$ cat src/rtl/alarm_pkg.sv
// Shared types and digit limits for the alarm clock time-set editor.
// Holds the edit FSM encoding plus the helpers that wrap each digit.
package alarm_pkg;

  typedef enum logic [2:0] {
    ST_IDLE  = 3'd0,
    ST_ED_HT = 3'd1,
    ST_ED_HO = 3'd2,
    ST_ED_MT = 3'd3,
    ST_ED_MO = 3'd4,
    ST_FIXUP = 3'd5
  } edit_state_t;

  localparam logic [1:0] DIG_HT = 2'd0;
  localparam logic [1:0] DIG_HO = 2'd1;
  localparam logic [1:0] DIG_MT = 2'd2;
  localparam logic [1:0] DIG_MO = 2'd3;

  localparam logic [3:0] HR_T_MAX    = 4'd2;
  localparam logic [3:0] HR_O_MAX    = 4'd9;
  localparam logic [3:0] HR_O_MAX_20 = 4'd3;
  localparam logic [3:0] MIN_T_MAX   = 4'd5;
  localparam logic [3:0] MIN_O_MAX   = 4'd9;

  // Upper bound of a digit; hours-ones shrinks to 0..3 in the 20s.
  function automatic logic [3:0] digit_max(input logic [1:0] idx, input logic [3:0] hr_t);
    case (idx)
      DIG_HT:  return HR_T_MAX;
      DIG_HO:  return (hr_t == HR_T_MAX) ? HR_O_MAX_20 : HR_O_MAX;
      DIG_MT:  return MIN_T_MAX;
      default: return MIN_O_MAX;
    endcase
  endfunction

  // ">=" rather than "==" so out-of-range loaded values also wrap to 0.
  function automatic logic [3:0] digit_inc(input logic [3:0] val, input logic [3:0] max);
    return (val >= max) ? 4'd0 : val + 4'd1;
  endfunction

  function automatic edit_state_t digit_state(input logic [1:0] idx);
    case (idx)
      DIG_HT:  return ST_ED_HT;
      DIG_HO:  return ST_ED_HO;
      DIG_MT:  return ST_ED_MT;
      default: return ST_ED_MO;
    endcase
  endfunction

  function automatic logic [1:0] state_digit(input edit_state_t st);
    case (st)
      ST_ED_HO: return DIG_HO;
      ST_ED_MT: return DIG_MT;
      ST_ED_MO: return DIG_MO;
      default:  return DIG_HT;
    endcase
  endfunction

endpackage

$ cat src/rtl/btn_repeat.sv
// Rising-edge detector for one debounced button, with an optional
// hold counter that emits auto-repeat ticks while the button stays down.
module btn_repeat #(
  parameter int unsigned REPEAT_DELAY = 50_000_000,
  parameter int unsigned REPEAT_RATE  = 10_000_000,
  parameter bit          REPEAT_EN    = 1'b1
) (
  input  logic clk,
  input  logic reset,
  input  logic i_btn,
  input  logic i_clr,
  output logic o_edge,
  output logic o_tick
);

  logic r_prev;

  // Loaded with the live level even in reset, so a button already held
  // while reset is released never looks like a fresh press.
  always_ff @(posedge clk) begin
    r_prev <= i_btn;
  end

  assign o_edge = i_btn & ~r_prev;

  generate
    if (REPEAT_EN) begin : g_rep
      localparam int unsigned LIM = (REPEAT_DELAY > REPEAT_RATE) ? REPEAT_DELAY : REPEAT_RATE;
      localparam int CW = $clog2(LIM + 1);

      logic [CW-1:0] r_cnt;
      logic          r_rate;
      logic [CW-1:0] w_lim;

      // r_cnt is the number of cycles since the press (0 = not tracking).
      assign w_lim  = r_rate ? CW'(REPEAT_RATE) : CW'(REPEAT_DELAY);
      assign o_tick = i_btn & (r_cnt != '0) & (r_cnt == w_lim);

      always_ff @(posedge clk) begin
        if (reset || i_clr || !i_btn) begin
          r_cnt  <= '0;
          r_rate <= 1'b0;
        end else if (o_edge) begin
          r_cnt  <= CW'(1);
          r_rate <= 1'b0;
        end else if (o_tick) begin
          r_cnt  <= CW'(1);
          r_rate <= 1'b1;
        end else if (r_cnt != '0) begin
          r_cnt  <= r_cnt + CW'(1);
        end
      end
    end else begin : g_norep
      logic w_unused;
      assign w_unused = ^{i_clr, reset};
      assign o_tick   = 1'b0;
    end
  endgenerate

endmodule

$ cat src/rtl/time_set_ctrl.sv
// Set-mode digit editor: turns mode/up/next presses into one-cycle load
// strobes for the four time-digit registers, editing from the shown time.
module time_set_ctrl
  import alarm_pkg::*;
#(
  parameter int unsigned REPEAT_DELAY = 50_000_000,
  parameter int unsigned REPEAT_RATE  = 10_000_000,
  parameter int unsigned TIMEOUT      = 1_000_000_000
) (
  input  logic       clk,
  input  logic       reset,
  input  logic       btn_mode,
  input  logic       btn_up,
  input  logic       btn_next,
  input  logic [3:0] cur_hr_t,
  input  logic [3:0] cur_hr_o,
  input  logic [3:0] cur_min_t,
  input  logic [3:0] cur_min_o,
  output logic [3:0] new_val,
  output logic       set_hr_t,
  output logic       set_hr_o,
  output logic       set_min_t,
  output logic       set_min_o,
  output logic       editing,
  output logic [1:0] digit_sel
);

  localparam int TW = $clog2(TIMEOUT);
  localparam logic [TW-1:0] TO_MAX = TW'(TIMEOUT - 1);

  edit_state_t     r_state;
  logic [3:0][3:0] r_sh;
  logic [3:0]      r_set;
  logic [3:0]      r_new_val;
  logic            r_editing;
  logic [1:0]      r_digit_sel;
  logic [TW-1:0]   r_to;

  logic       w_mode, w_up, w_next, w_tick;
  logic       w_mode_tick_unused, w_next_tick_unused;
  logic       w_in_ed, w_any_edge, w_inc, w_timeout, w_clr;
  logic [1:0] w_dig;
  logic [3:0] w_inc_val;

  btn_repeat #(.REPEAT_DELAY(REPEAT_DELAY), .REPEAT_RATE(REPEAT_RATE), .REPEAT_EN(1'b1)) u_up (
    .clk(clk), .reset(reset), .i_btn(btn_up), .i_clr(w_clr),
    .o_edge(w_up), .o_tick(w_tick)
  );

  btn_repeat #(.REPEAT_DELAY(REPEAT_DELAY), .REPEAT_RATE(REPEAT_RATE), .REPEAT_EN(1'b0)) u_mode (
    .clk(clk), .reset(reset), .i_btn(btn_mode), .i_clr(1'b0),
    .o_edge(w_mode), .o_tick(w_mode_tick_unused)
  );

  btn_repeat #(.REPEAT_DELAY(REPEAT_DELAY), .REPEAT_RATE(REPEAT_RATE), .REPEAT_EN(1'b0)) u_next (
    .clk(clk), .reset(reset), .i_btn(btn_next), .i_clr(1'b0),
    .o_edge(w_next), .o_tick(w_next_tick_unused)
  );

  assign w_in_ed    = r_state inside {ST_ED_HT, ST_ED_HO, ST_ED_MT, ST_ED_MO};
  assign w_any_edge = w_mode | w_up | w_next;
  assign w_dig      = state_digit(r_state);
  assign w_inc      = w_in_ed & (w_up | w_tick);
  assign w_inc_val  = digit_inc(r_sh[w_dig], digit_max(w_dig, r_sh[DIG_HT]));
  // A pending repeat tick wins over timeout; the exit follows next cycle.
  assign w_timeout  = w_in_ed & (r_to == TO_MAX) & ~w_any_edge & ~w_tick;
  // Repeat restarts only from a fresh press once the digit or mode changes.
  assign w_clr      = (r_state == ST_IDLE) | (w_in_ed & (w_mode | w_next | w_timeout));

  always_ff @(posedge clk) begin
    if (reset || r_state == ST_IDLE || w_any_edge) r_to <= '0;
    else if (r_to != TO_MAX)                      r_to <= r_to + TW'(1);
  end

  always_ff @(posedge clk) begin
    if (reset) begin
      r_state     <= ST_IDLE;
      r_sh        <= '0;
      r_set       <= '0;
      r_new_val   <= '0;
      r_editing   <= 1'b0;
      r_digit_sel <= DIG_HT;
    end else begin
      r_set     <= '0;
      r_new_val <= '0;
      case (r_state)
        ST_IDLE: begin
          if (w_mode) begin
            r_sh        <= {cur_min_o, cur_min_t, cur_hr_o, cur_hr_t};
            r_state     <= ST_ED_HT;
            r_editing   <= 1'b1;
            r_digit_sel <= DIG_HT;
          end
        end
        // Hours just became 2x with ones above 3: pull ones back into range.
        ST_FIXUP: begin
          r_sh[DIG_HO]  <= HR_O_MAX_20;
          r_set[DIG_HO] <= 1'b1;
          r_new_val     <= HR_O_MAX_20;
          r_state       <= ST_ED_HT;
        end
        default: begin
          if (w_mode || w_timeout) begin
            r_state     <= ST_IDLE;
            r_editing   <= 1'b0;
            r_digit_sel <= DIG_HT;
          end else if (w_next) begin
            r_digit_sel <= w_dig + 2'd1;
            if (w_dig == DIG_MO) begin
              r_state   <= ST_IDLE;
              r_editing <= 1'b0;
            end else begin
              r_state   <= digit_state(w_dig + 2'd1);
            end
          end else if (w_inc) begin
            r_sh[w_dig]  <= w_inc_val;
            r_set[w_dig] <= 1'b1;
            r_new_val    <= w_inc_val;
            if (w_dig == DIG_HT && w_inc_val == HR_T_MAX && r_sh[DIG_HO] > HR_O_MAX_20)
              r_state <= ST_FIXUP;
          end
        end
      endcase
    end
  end

  assign new_val   = r_new_val;
  assign set_hr_t  = r_set[DIG_HT];
  assign set_hr_o  = r_set[DIG_HO];
  assign set_min_t = r_set[DIG_MT];
  assign set_min_o = r_set[DIG_MO];
  assign editing   = r_editing;
  assign digit_sel = r_digit_sel;

endmodule

$ cat config.mk
export PLATFORM = sky130hd
export DESIGN_NAME = time_set_ctrl
export DESIGN_NICKNAME = d
export VERILOG_FILES = /design/src/rtl/alarm_pkg.sv /design/src/rtl/btn_repeat.sv /design/src/rtl/time_set_ctrl.sv
export SDC_FILE = /design/constraint.sdc
export NUM_CORES = 1
export LEC_CHECK = 0
export CAP_MARGIN = 20
export CORE_MARGIN = 2
export CORE_UTILIZATION = 35
export CTS_CLUSTER_DIAMETER = 50
export DETAILED_ROUTE_END_ITERATION = 7
export PLACE_DENSITY = 0.59
export SLEW_MARGIN = 30
export SYNTH_ARGS = -nofsm -noshare
export SYNTH_HDL_FRONTEND = slang
export SYNTH_SLANG_ARGS = --single-unit
$ cat constraint.sdc
create_clock -name clk -period 5.2 [get_ports clk]
set_input_delay 1.04 -clock clk [delete_from_list [all_inputs] [get_ports clk]]
set_output_delay 1.04 -clock clk [all_outputs]
set_load 0.005 [all_outputs]
==> metrics.md <==
| Metric | Value |
|---|---|
| Status | `complete, no violations` |
| Buffers & Inverters on Critical Path | `1` |
| Total wirelength of the detailed-routed design | `11000 µm` |
| Post-cts repair resize count | `0` |
| Sort of element at the end of the critical path | `register` |
| CTS tree | `yes` |
| Post-synthesis share of cell area spent on full adders, half adders and majority gates | `3.45%` |
| Setup Fix Bufs, Post-CTS | `0` |
| Startpoint type of the worst setup path | `register` |
| Maximum frequency from static timing analysis | `240 MHz` |
| Fin Setup TNS | `0 ns` |
| Final net count | `610` |
| Synth Net Count | `587` |
| Final Critical Period | `4.17 ns` |
| Routed wire per std cell | `about 15 µm` |
| Number of max-cap violations | `0` |
| Ranking of synthesized cells by instance count | `104 x nor2_1, 90 x dfxtp_1, 40 x nand2_1` |
| Total chip power | `about 1.6 mW` |
| Final worst-path cycle share | `roughly 80%` |
| Compound-Gate Fraction of Synth Area | `14.3%` |
| Worst skew pair latency | `0.35 ns` |
| Dominant combinational cell family by area after synthesis | `simple AND/OR/NAND/NOR gates` |
| Global-route wire length before repair | `~19000 µm` |
| # H-tree levels | `3` |
| Syn avg cell area | `8.54 µm²` |
| Share of synthesized cell area in and, or, nand and nor gates | `28.8%` |
| Primary flip-flop cell chosen by synthesis mapping | `dfxtp_1` |
| HPWL reported at the end of detailed placement | `8030 µm` |
| Number of buffers on the longest clock path | `2` |
| Hold Path Origin | `r_to[1]` |
| Flop and latch count out of synthesis | `90` |
| Critical path class | `reg2reg` |
| Share of layout cells above drive strength 1 | `8.61%` |
| Mux cell area share after synthesis | `2.39%` |
| CTS Hold Buffers Added | `0` |
| Worst reg-to-reg setup slack | `a little over 1 ns` |
| Family with the most delay on the worst path | `compound AO/OA/AOI/OAI gates` |
| Slew Viols, Final | `0` |
| CP endpoint | `r_state[1]` |
| Slowest stage delay, CP | `0.77 ns` |
| Post-detailed-route count of antenna-violating nets | `0` |
| Critical-path maximum fanout | `22` |
| Logic depth of the worst setup path including buffers | `13` |
| Combined area of all synthesized cells | `4720 µm²` |
| Portion of synthesized cell area occupied by the leading cell type | `38.2%` |
| Number of distinct library cells after synthesis | `58` |
| Total Routing Usage GR | `16.2%` |
| Antenna violations before repair | `0` |
| Total number of placement rows | `42` |
| PnR worst setup slack | `1.03 ns` |
| Lkg Pwr | `1.96 nW` |
| Initial Utilization | `between 30% and 40%` |
| Via-to-Cell Ratio | `5.27` |
| Initial drt markers | `275` |
| Data arrival time of the critical path | `4.44 ns` |
| Terminus of the critical flop-to-flop path | `r_state[1]` |
| Core area | `13200 µm²` |
| Synth-to-Final Area Change | `16.8%` |
| Final Hold Violating Endpoints | `0` |
| Worst reg-to-reg path cell count | `13` |
| Top post-synthesis cells by area | `dfxtp_1 38%, nor2_1 8.3%, xnor2_1 5.2%` |
| Minimum setup slack after placement | `1.09 ns` |
| Count of unresolved DRC violations after routing | `0` |
| Total non-filler cell area in the finished layout | `5510 µm²` |
| Clock buffers created by TritonCTS | `9` |
| Critical register-to-register path startpoint | `r_state[1]` |
| Port-buffer cells | `31` |
| Number of instances on the worst hold path | `2` |
| Pre-antenna DRT Iters | `4` |
| Post-synthesis cell count | `553` |
| Via count | `roughly 4000` |
| Antenna cell count | `0` |
| Number of sinks handled by clock tree synthesis | `90` |
| Required time of the critical path | `5.47 ns` |
| Die outline height | `around 120 µm` |
| Xor and xnor fraction of the mapped netlist area | `10.0%` |
| Largest vdd supply drop | `0.148 mV` |
| Worst clock skew on the final layout | `0.0116 ns` |
| Post-Place Cell Area | `5190 µm²` |
| Vias in the first global route | `3819` |
| Count leader, synth | `nor2_1` |
| Weighted congestion at the end of routability-driven global placement | `0.898` |
| Total number of yosys warnings | `0` |
| Clock root buffer | `clkbuf_16` |
| Share of synthesized area occupied by flip-flops and latches | `about two fifths` |
| Actual transition at the worst max-transition pin | `0.837 ns` |
| Critical path launch point | `r_state[1]` |
| Total congestion overflow after global routing | `0` |
| Largest net degree at the start of global routing | `31` |
| Post-synth EDFFs | `0` |
| Die Outline Area | `14400 µm²` |
| Hold/Removal Path Class | `reg2reg` |
| Count of pins on the block boundary | `32` |
| Share of synthesized flip-flops with an asynchronous set or reset | `0%` |
| Max-slew headroom at the worst pin | `around 44%` |
| List of cells traversed by the critical path | `nor2_1 > a21o_1 > inv_1 > ha_1 > a21oi_1 > or2_2 > ha_1 > a2111o_1 > nand2_1 > nand2_1 > mux2i_1 > o41ai_2 > a211oi_1` |
| Cell type with the highest aggregate area in the netlist | `dfxtp_1` |
| Worst Hold Margin | `around 0.49 ns` |
| RSZ-0062 raised after global routing | `false` |
| Reg clk slew, reported paths | `0.07 ns` |
| Die span in x | `120 µm` |
| Pwr dens | `283 nW/µm²` |
| Count of final setup violators | `0` |
| Critical Path Slowest Stage Cell | `dfxtp_1` |
## state kept, by name, indices dropped and copies added (netlist names)
register and count:
r_state 3, u_up.g_rep.r_rate 1, r_sh 16, digit_sel 2, u_up.g_rep.r_cnt 26, new_val 4
r_to 30, editing 1, u_up.r_prev 1, u_next.r_prev 1, r_set 4, u_mode.r_prev 1
## area by class of cell
cell class / instances / area [µm²]
inverter: 12 / 45.0
fill: 1296 / 7680
timing repair buffer: 33 / 325
tap: 176 / 220
sequential: 90 / 1800
clock buffer: 9 / 225
multi-input combinational: 430 / 2790
clock inverter: 7 / 101
## where the power goes
group          internal [mW]  leakage (nW)  switching (mW)  total, mW
Sequential             0.702         0.729          0.0130      0.715
Clock                  0.426         0.158           0.280      0.706
Combinational         0.0601          1.07          0.0820      0.142
Total                   1.19          1.96           0.375       1.56
## through the flow
| stage | utilization, % | instances |
|---|---|---|
| 6_report | 41.8 | 757 |
| 5_1_grt | 41.8 | 757 |
| 4_1_cts | 41.8 | 757 |
| 3_5_place_dp | 39.3 | 741 |
| 3_3_place_gp | 39.3 | 741 |
| 2_1_floorplan | - | 553 |
## worst reg2reg max path: stages, from the launching register on
cell,delay [ns]
dfxtp_1,0.77
nor2_1,0.27
a21o_1,0.29
inv_1,0.09
ha_1,0.32
a21oi_1,0.12
or2_2,0.30
ha_1,0.28
a2111o_1,0.38
nand2_1,0.18
nand2_1,0.08
mux2i_1,0.54
o41ai_2,0.23
a211oi_1,0.25
## how the worst min path moves through the flow
stage / to / slack, ns
finish: r_to[1] / 0.49
floorplan: r_to[1] / 0.45
detailed placement: r_to[1] / 0.48
CTS: r_to[1] / 0.49
global placement: r_to[1] / 0.46
global route: r_to[1] / 0.51
## logic make-up after synthesis
logic type / count (synthesis)
XOR/XNOR: 54
AO/OA/AOI/OAI: 82
flip-flops: 90
AND/OR/NAND/NOR: 270
buffers and inverters: 33
adder cells (fa/ha/maj): 13
multiplexers: 11
## metal layers
| layer | wire [µm] | vias to the layer above | global-route usage, % |
|---|---|---|---|
| li1 | - | 2001 | - |
| met1 | 5230 | 1868 | 21.1 |
| met2 | 4910 | 94 | 24.9 |
| met3 | 593 | 25 | 3.99 |
| met4 | 287 | 0 | 7.94 |
| met5 | 0 | - | 0 |
## placed cells by master, fill, tap and decap left out, drive strengths merged, types with 10 or more instances in the layout
master | netlist | routed
a211oi | 17 | 17
and3 | 20 | 20
nand4 | 13 | 13
a21oi | 12 | 12
a22oi | 11 | 11
nor2 | 104 | 104
xnor2 | 28 | 28
nand3 | 21 | 21
inv | 12 | 14
xor2 | 26 | 26
nand2 | 40 | 40
dfxtp | 90 | 90
ha | 13 | 13
and2 | 10 | 10
clkdlybuf4s50 | 0 | 31
Power figures use the tool's default switching activity.
